`src/rtl/ctrl_pipe_pkg.sv`:
```
// Shared types and constants for the decoded control-word pipeline.
package ctrl_pipe_pkg;

    localparam int CTRL_W = 13;

    typedef struct packed {
        logic       alu_st;
        logic       mem_st;
        logic       shift_op;
        logic [1:0] mem_op;
        logic [1:0] esc_wr;
        logic [1:0] vec_wr;
        logic [3:0] alu_op;
    } ctrl_word_t;

    localparam ctrl_word_t CTRL_NOP = '0;

endpackage

```
`src/rtl/ctrl_pipe_stage.sv`:
```
// One pipeline stage: valid + word flop with flush / hold / bubble / advance selection.
module ctrl_pipe_stage
    import ctrl_pipe_pkg::*;
#(
    parameter int             W        = CTRL_W,
    parameter logic [W-1:0]   NOP_WORD = '0
) (
    input  logic         clk,
    input  logic         rst_n,
    input  logic         flush,
    input  logic         hold,
    input  logic         prev_hold,
    input  logic         prev_valid,
    input  logic [W-1:0] prev_word,
    output logic         valid,
    output logic [W-1:0] word
);

    logic         valid_q, valid_d;
    logic [W-1:0] word_q, word_d;

    always_comb begin
        valid_d = valid_q;
        word_d  = word_q;
        if (flush) begin
            valid_d = 1'b0;
            word_d  = NOP_WORD;
        end else if (hold) begin
            valid_d = valid_q;
            word_d  = word_q;
        end else if (prev_hold) begin
            valid_d = 1'b0;
            word_d  = NOP_WORD;
        end else begin
            // Gating on prev_valid keeps NOP in invalid slots even when the source is raw input.
            valid_d = prev_valid;
            word_d  = prev_valid ? prev_word : NOP_WORD;
        end
    end

    always_ff @(posedge clk or negedge rst_n) begin
        if (!rst_n) begin
            valid_q <= 1'b0;
            word_q  <= NOP_WORD;
        end else begin
            valid_q <= valid_d;
            word_q  <= word_d;
        end
    end

    assign valid = valid_q;
    assign word  = word_q;

endmodule

```
`src/rtl/ctrl_pipe_reg.sv`:
```
// Multi-stage control-word pipeline with per-stage stall/flush, valid tracking
// and a saturating count of cycles spent not ready.
module ctrl_pipe_reg
    import ctrl_pipe_pkg::*;
#(
    parameter int           W        = CTRL_W,
    parameter int           DEPTH    = 2,
    parameter logic [W-1:0] NOP_WORD = '0
) (
    input  logic                         clk,
    input  logic                         rst_n,
    input  logic                         in_valid,
    input  logic [W-1:0]                 in_word,
    input  logic [DEPTH-1:0]             stall,
    input  logic [DEPTH-1:0]             flush,
    output logic                         in_ready,
    output logic                         out_valid,
    output logic [W-1:0]                 out_word,
    output logic [DEPTH-1:0]             stage_valid,
    output logic [$clog2(DEPTH+1)-1:0]   occupancy,
    output logic [15:0]                  stall_cnt
);

    localparam int OCC_W = $clog2(DEPTH+1);

    if (DEPTH < 1 || DEPTH > 8) begin : g_bad_depth
        $error("ctrl_pipe_reg: DEPTH must be in 1..8");
    end

    logic [DEPTH-1:0] hold;
    logic [DEPTH-1:0] prev_hold;
    logic [DEPTH:0]   src_valid;
    logic [W-1:0]     src_word [DEPTH+1];
    logic [15:0]      stall_cnt_q, stall_cnt_d;

    // A stall anywhere downstream freezes this stage as well.
    always_comb begin
        hold = '0;
        hold[DEPTH-1] = stall[DEPTH-1];
        for (int k = DEPTH - 2; k >= 0; k--) begin
            hold[k] = stall[k] | hold[k+1];
        end
    end

    assign in_ready     = ~hold[0];
    assign src_valid[0] = in_valid;
    assign src_word[0]  = in_word;

    for (genvar k = 0; k < DEPTH; k++) begin : g_stage
        if (k == 0) begin : g_first
            assign prev_hold[k] = 1'b0;
        end else begin : g_rest
            assign prev_hold[k] = hold[k-1];
        end

        ctrl_pipe_stage #(
            .W        (W),
            .NOP_WORD (NOP_WORD)
        ) u_stage (
            .clk        (clk),
            .rst_n      (rst_n),
            .flush      (flush[k]),
            .hold       (hold[k]),
            .prev_hold  (prev_hold[k]),
            .prev_valid (src_valid[k]),
            .prev_word  (src_word[k]),
            .valid      (src_valid[k+1]),
            .word       (src_word[k+1])
        );
    end

    assign stage_valid = src_valid[DEPTH:1];
    assign out_valid   = src_valid[DEPTH];
    assign out_word    = src_word[DEPTH];

    always_comb begin
        occupancy = '0;
        for (int k = 0; k < DEPTH; k++) begin
            occupancy = occupancy + OCC_W'(stage_valid[k]);
        end
    end

    always_comb begin
        stall_cnt_d = stall_cnt_q;
        if (!in_ready && stall_cnt_q != 16'hFFFF) begin
            stall_cnt_d = stall_cnt_q + 16'd1;
        end
    end

    always_ff @(posedge clk or negedge rst_n) begin
        if (!rst_n) begin
            stall_cnt_q <= '0;
        end else begin
            stall_cnt_q <= stall_cnt_d;
        end
    end

    assign stall_cnt = stall_cnt_q;

endmodule
```
`config.mk`:
```
export PLATFORM = sky130hd
export DESIGN_NAME = ctrl_pipe_reg
export DESIGN_NICKNAME = d
export VERILOG_FILES = /design/src/rtl/ctrl_pipe_pkg.sv /design/src/rtl/ctrl_pipe_stage.sv /design/src/rtl/ctrl_pipe_reg.sv
export SDC_FILE = /design/constraint.sdc
export NUM_CORES = 1
export LEC_CHECK = 0
export CAP_MARGIN = 25
export CORE_MARGIN = 5
export CORE_UTILIZATION = 40
export DETAILED_ROUTE_END_ITERATION = 7
export PLACE_DENSITY = 0.73
export SYNTH_ARGS = -nofsm -noshare
export SYNTH_HDL_FRONTEND = slang
export SYNTH_SLANG_ARGS = --single-unit
```
`constraint.sdc`:
```
create_clock -name clk -period 2.5 [get_ports clk]
set_input_delay 0.75 -clock clk [delete_from_list [all_inputs] [get_ports clk]]
set_output_delay 0.75 -clock clk [all_outputs]
set_load 0.02 [all_outputs]
```
## After elaboration in Yosys (flattened, before gate mapping)

Index checks and enable logic that the tools add are counted.

| word-level totals | value |
|---|---|
| register bits after elaboration | 44 |
| logic and storage cells | 25 |

| operators by class | value |
|---|---|
| add/sub/neg operators | 2 |
| equal/unequal tests | 3 |
| mux-type cells | 12 |
| bitwise gates (word level) | 2 |
| reduce and logical (&&, ||, !) cells | 1 |

Operator list:

| cell | number |
|---|---|
| two-way mux 13 bit | 7 |
| adder 16 x 1 -> 16 bit, second input constant | 1 |
| inequality test 16 bit, second input constant | 1 |
| two-way mux 1 bit | 5 |
| adder 1 x 1 -> 2 bit | 1 |
| inequality test 2 x 1 -> 1 bit, second input constant | 1 |
| inequality test 2 bit, second input constant | 1 |
| logical AND 1 bit | 1 |
| NOT 1 bit | 1 |
| OR 1 bit | 1 |

## Depth between registers and ports, before layout

Gate-level depths: netlist of the first run.

| logic depth | value |
|---|---|
| depth in word-level cells | 4 |
| gate-level depth with buffers | 5 |
| depth with buffers taken out | 5 |

## Hierarchy

From an unflattened synthesis of the first run, not the netlist that was laid out.

| unflattened totals | value |
|---|---|
| cell total of the unflattened synthesis | 194 |
| area total of the unflattened synthesis | 2,194.6 µm² |

By module, submodules not included:

| module | times used | cells an instance | area each (µm²) | seq. area each (µm²) |
|---|---|---|---|---|
| ctrl_pipe_stage | 2 | 61 | 664.4 | 350.3 |
| ctrl_pipe_reg | 1 | 72 | 865.8 | 400.4 |

## Worst setup path before layout of the first run

No wires, ideal clock.

| timing | value |
|---|---|
| path kind | input port to output port |
| from | in stall[0] |
| to | out in_ready |
| data arrival time | 1,107 ps |
| data required time | 1,750 ps |
| path slack | 643 ps |
| stages | 1 |
| path buffers | 0 |
| cells stage by stage | nor2_2 |

| between the ends | value |
|---|---|
| word-level cells in the longest chain between the ends | 2 |

Ends and longest elaborated chain:

| item | line | RTL |
|---|---|---|
| start: declaration | ctrl_pipe_reg.sv:14 | `input logic [DEPTH-1:0] stall,` |
| OR 1 bit | ctrl_pipe_reg.sv:41 | `hold[k] = stall[k] \| hold[k+1];` |
| NOT 1 bit | ctrl_pipe_reg.sv:45 | `assign in_ready = ~hold[0];` |
| end: declaration | ctrl_pipe_reg.sv:16 | `output logic in_ready,` |

Every way passes these cells.

## Worst setup path in the final report of the first run

Ends and elaborated chain as after synthesis.

==> results by group, run 1 <==
Setup path
  – Critical path class: in2out
  – Type of element launching the critical path: input port
  – CP Max Fanout: 2
  – Worst Path Required: 1.75 ns
  – R2R Setup Slk: 0.66 ns
  – Worst r2r src: stall_cnt[0]
  – CP endpoint kind: output port
  – Worst R2R Path Depth: 5
  – Critical path arrival: 1.72 ns
  – Worst reg2reg endpoint: stall_cnt[1]

Clock tree
  – Clock transition at path regs: 0.09 ns
  – Clk root buf: clkbuf_8
  – Htree depth: 2
  – Clock buffer count from CTS: 5
  – CTS tree: done
  – Clk sink count: 44
  – CTS Buffer Depth: 2
  – Worst skew pair latency: 0.30 ns

Placement
  – IO Port Bufs: 54
  – Area after DPL: 0.00247 sq mm
  – GP Congestion: 0.814
  – Post-DP HPWL: 3140 um
  – Post-Place Cells: 246
  – DP Worst Slack: -0.242 ns

Global routing
  – M3 GR Usage: 4.58%
  – Global routing's busiest layer: met2
  – Total grt overflow: 0
  – Total global-route track usage: 14.9%
  – Met2 Usage GRT: 22.9%
  – Initial antenna violation count: 0
  – GR Util met1: 20.3%
  – Via count of the first global-routing pass: 1462
  – First-pass GRT wire length: 7340 um
  – Pin count of the biggest net entering global routing: 45

Status
  – Status: completed

Worst hold path
  – Hold Crit Depth: 1
  – Hold endpoint: g_stage[1].u_stage.word[4]
  – HP Class: reg2reg
  – Worst Hold Launch: g_stage[0].u_stage.word[4]

Power and ir drop
  – Tot Pwr: 1.97 mW
  – Worst VDD drop: 532 uV
  – Internal power: 1.35 mW
  – Clock share of power: 27.8%
  – Leakage dissipation: 1.13 nW
  – Comb pwr share: 25.2%
  – Seq pwr share: 47.0%
  – Power Dens Cells: 764 mW/mm^2
  – Net switching power: 0.625 mW
  – Switch share: 31.7%

Die
  – IO Pins: 55
  – Row count: 24
  – Core ar.: 0.00441 sq mm
  – Initial core utilization: 42.0%
  – Die ar.: 0.00609 sq mm
  – Die Height: 78.1 um
  – Die width: 78.1 um

Cells and area
  – Non-Filler Instances: 254
  – Register area: 0.00110 sq mm
  – Nets@finish: 223
  – Most frequent cells in the layout: 52 x clkdlybuf4s50_1, 44 x dfrtp_1, 26 x a22o_1
  – Final Util: 58.5%
  – Layout cells sized above 1: 12.9%
  – Most common cell after layout, fill and taps aside: clkdlybuf4s50_1
  – Final Cell Area: 0.00258 sq mm
  – FILL cells: 349
  – Area occupied by multi-input gates: 714 sq um
  – Ant. Diodes: 0
  – Area Growth Syn to Fin: 39.4%

STA
  – Final critical-path share of the clock period: 98.6%
  – Slew @ Worst Pin: 0.995 ns
  – Final setup skew: 0.00703 ns
  – Maximum clock rate: 406 MHz
  – Total Negative Setup Slacks: 0 ns
  – Hold WS: 0.498 ns
  – Final setup fails: 0
  – Slew headroom: 33.5%
  – Tmin final: 2.47 ns
  – Pins over their slew limit: 0
  – RSZ-0062 raised after global routing: no
  – Final Hold Viols: 0
  – Post-route setup slack: 0.0346 ns

Drt
  – Via count: 1402
  – Final ANT Viol Nets: 0
  – Wirelength per Cell: 17.0 um
  – Final WL: 4320 um
  – Pre-Repair DR Iteration Count: 4
  – Initial DRC count: 72
  – Vias per cell: 5.52
  – # DRC: 0

Logic synthesis
  – Syn avg cell area: 13.2 sq um
  – Warnings from Yosys: 0
  – Sequential area share after synthesis: 59.4%
  – Ys async rst share: 100%
  – Post-synthesis cell area: 0.00185 sq mm
  – Ys flop type: dfrtp_1
  – Mapped Nets: 162
  – Synthesized flop and latch total: 44
  – Number of synthesized flops with an enable pin: 0
  – Synth unique cells: 36
  – Synthesized instance count: 140

Flow run
  – Max-Cap Viols: 0
==> power by group through the flow <==
stage | Clock (mW) | Combinational [mW] | Sequential, mW
final | 0.550 | 0.497 | 0.928
after global routing | 0.595 | 0.534 | 0.945
after CTS | 0.569 | 0.504 | 0.927
after detailed placement | 0 | 0.504 | 0.937
after global placement | 0 | 0.494 | 0.930
after floorplan | 0 | 0.169 | 1.01
==> worst max path at each step <==
stage	startpoint	endpoint	slack [ns]	depth (start not counted)
after global placement	stall[0]	in_ready	-0.26	3
after CTS	stall[0]	in_ready	0.03	3
final	stall[0]	in_ready	0.03	3
after detailed placement	stall[0]	in_ready	-0.24	3
after floorplan	stall[0]	in_ready	0.64	1
after global routing	stall[0]	in_ready	0.02	3
==> critical path, stage by stage <==
cell,delay [ns]
clkdlybuf4s50_1,0.44
nor2_2,0.17
dlygate4sd2_1,0.36
==> logic make-up after synthesis <==
| family | after synthesis | synth area share [%] |
|---|---|---|
| AO/OA/AOI/OAI | 34 | 15.4 |
| XOR/XNOR | 12 | 5.67 |
| adder cells (fa/ha/maj) | 2 | 1.35 |
| buffers and inverters | 8 | 2.03 |
| flip-flops | 44 | 59.4 |
| multiplexers | 2 | 1.42 |
| AND/OR/NAND/NOR | 38 | 14.7 |
==> synthesized netlist by cell type (2+ instances only) <==
master    instances  area, sq um
dfrtp_1          44         1100
a22o_1           26          228
xor2_1            8         70.1
nand3_1           5         25.0
nor3_1            5         25.0
clkbuf_1          4         15.0
nor2_1            4         15.0
xnor2_1           4         35.0
nand2_1           3         11.3
nand4_1           3         18.8
a21o_1            2         15.0
buf_4             2         15.0
ha_1              2         25.0
inv_1             2         7.51
nor2_2            2         12.5
nor4_1            2         12.5
nor4b_2           2         30.0
o21a_1            2         15.0
==> registers in the layout (all words and copies together), names as in the netlist <==
signal,flops
stall_cnt,16
g_stage.u_stage.word,26
g_stage.u_stage.valid,2
==> timing repair <==
action | in CTS | in global routing
setup buffers | 0 | 0
endpoints found under the setup margin | 1 | 0
hold buffers | 0 | 0
gates resized for setup | 1 | 0
==> area by class of cell <==
cell class	count	share of cell area, %
sequential	44	42.6
multi-input combinational	88	27.7
timing repair buffer	60	22.4
clock buffer	5	2.66
tap	52	2.52
clock inverter	3	1.79
inverter	2	0.291
==> metal layers <==
layer | vias to the layer above | share of wire [%] | wire (um)
met5 | - | 0 | 0
met4 | 0 | 1.2 | 52
met3 | 5 | 7.6 | 329
met2 | 57 | 45 | 1940
met1 | 695 | 46 | 1990
li1 | 645 | - | -
No activity file was read; power rests on OpenSTA's default activity.
==> run 2, diff against run 1 <==
--- a/config.mk
+++ b/config.mk
@@ -10,6 +10,7 @@
 export CORE_UTILIZATION = 40
 export DETAILED_ROUTE_END_ITERATION = 7
 export PLACE_DENSITY = 0.73
+export SKIP_LAST_GASP = 1
 export SYNTH_ARGS = -nofsm -noshare
 export SYNTH_HDL_FRONTEND = slang
 export SYNTH_SLANG_ARGS = --single-unit
==> results of run 2 <==
Final layout, timing and power as in run 1 (identical DEF).
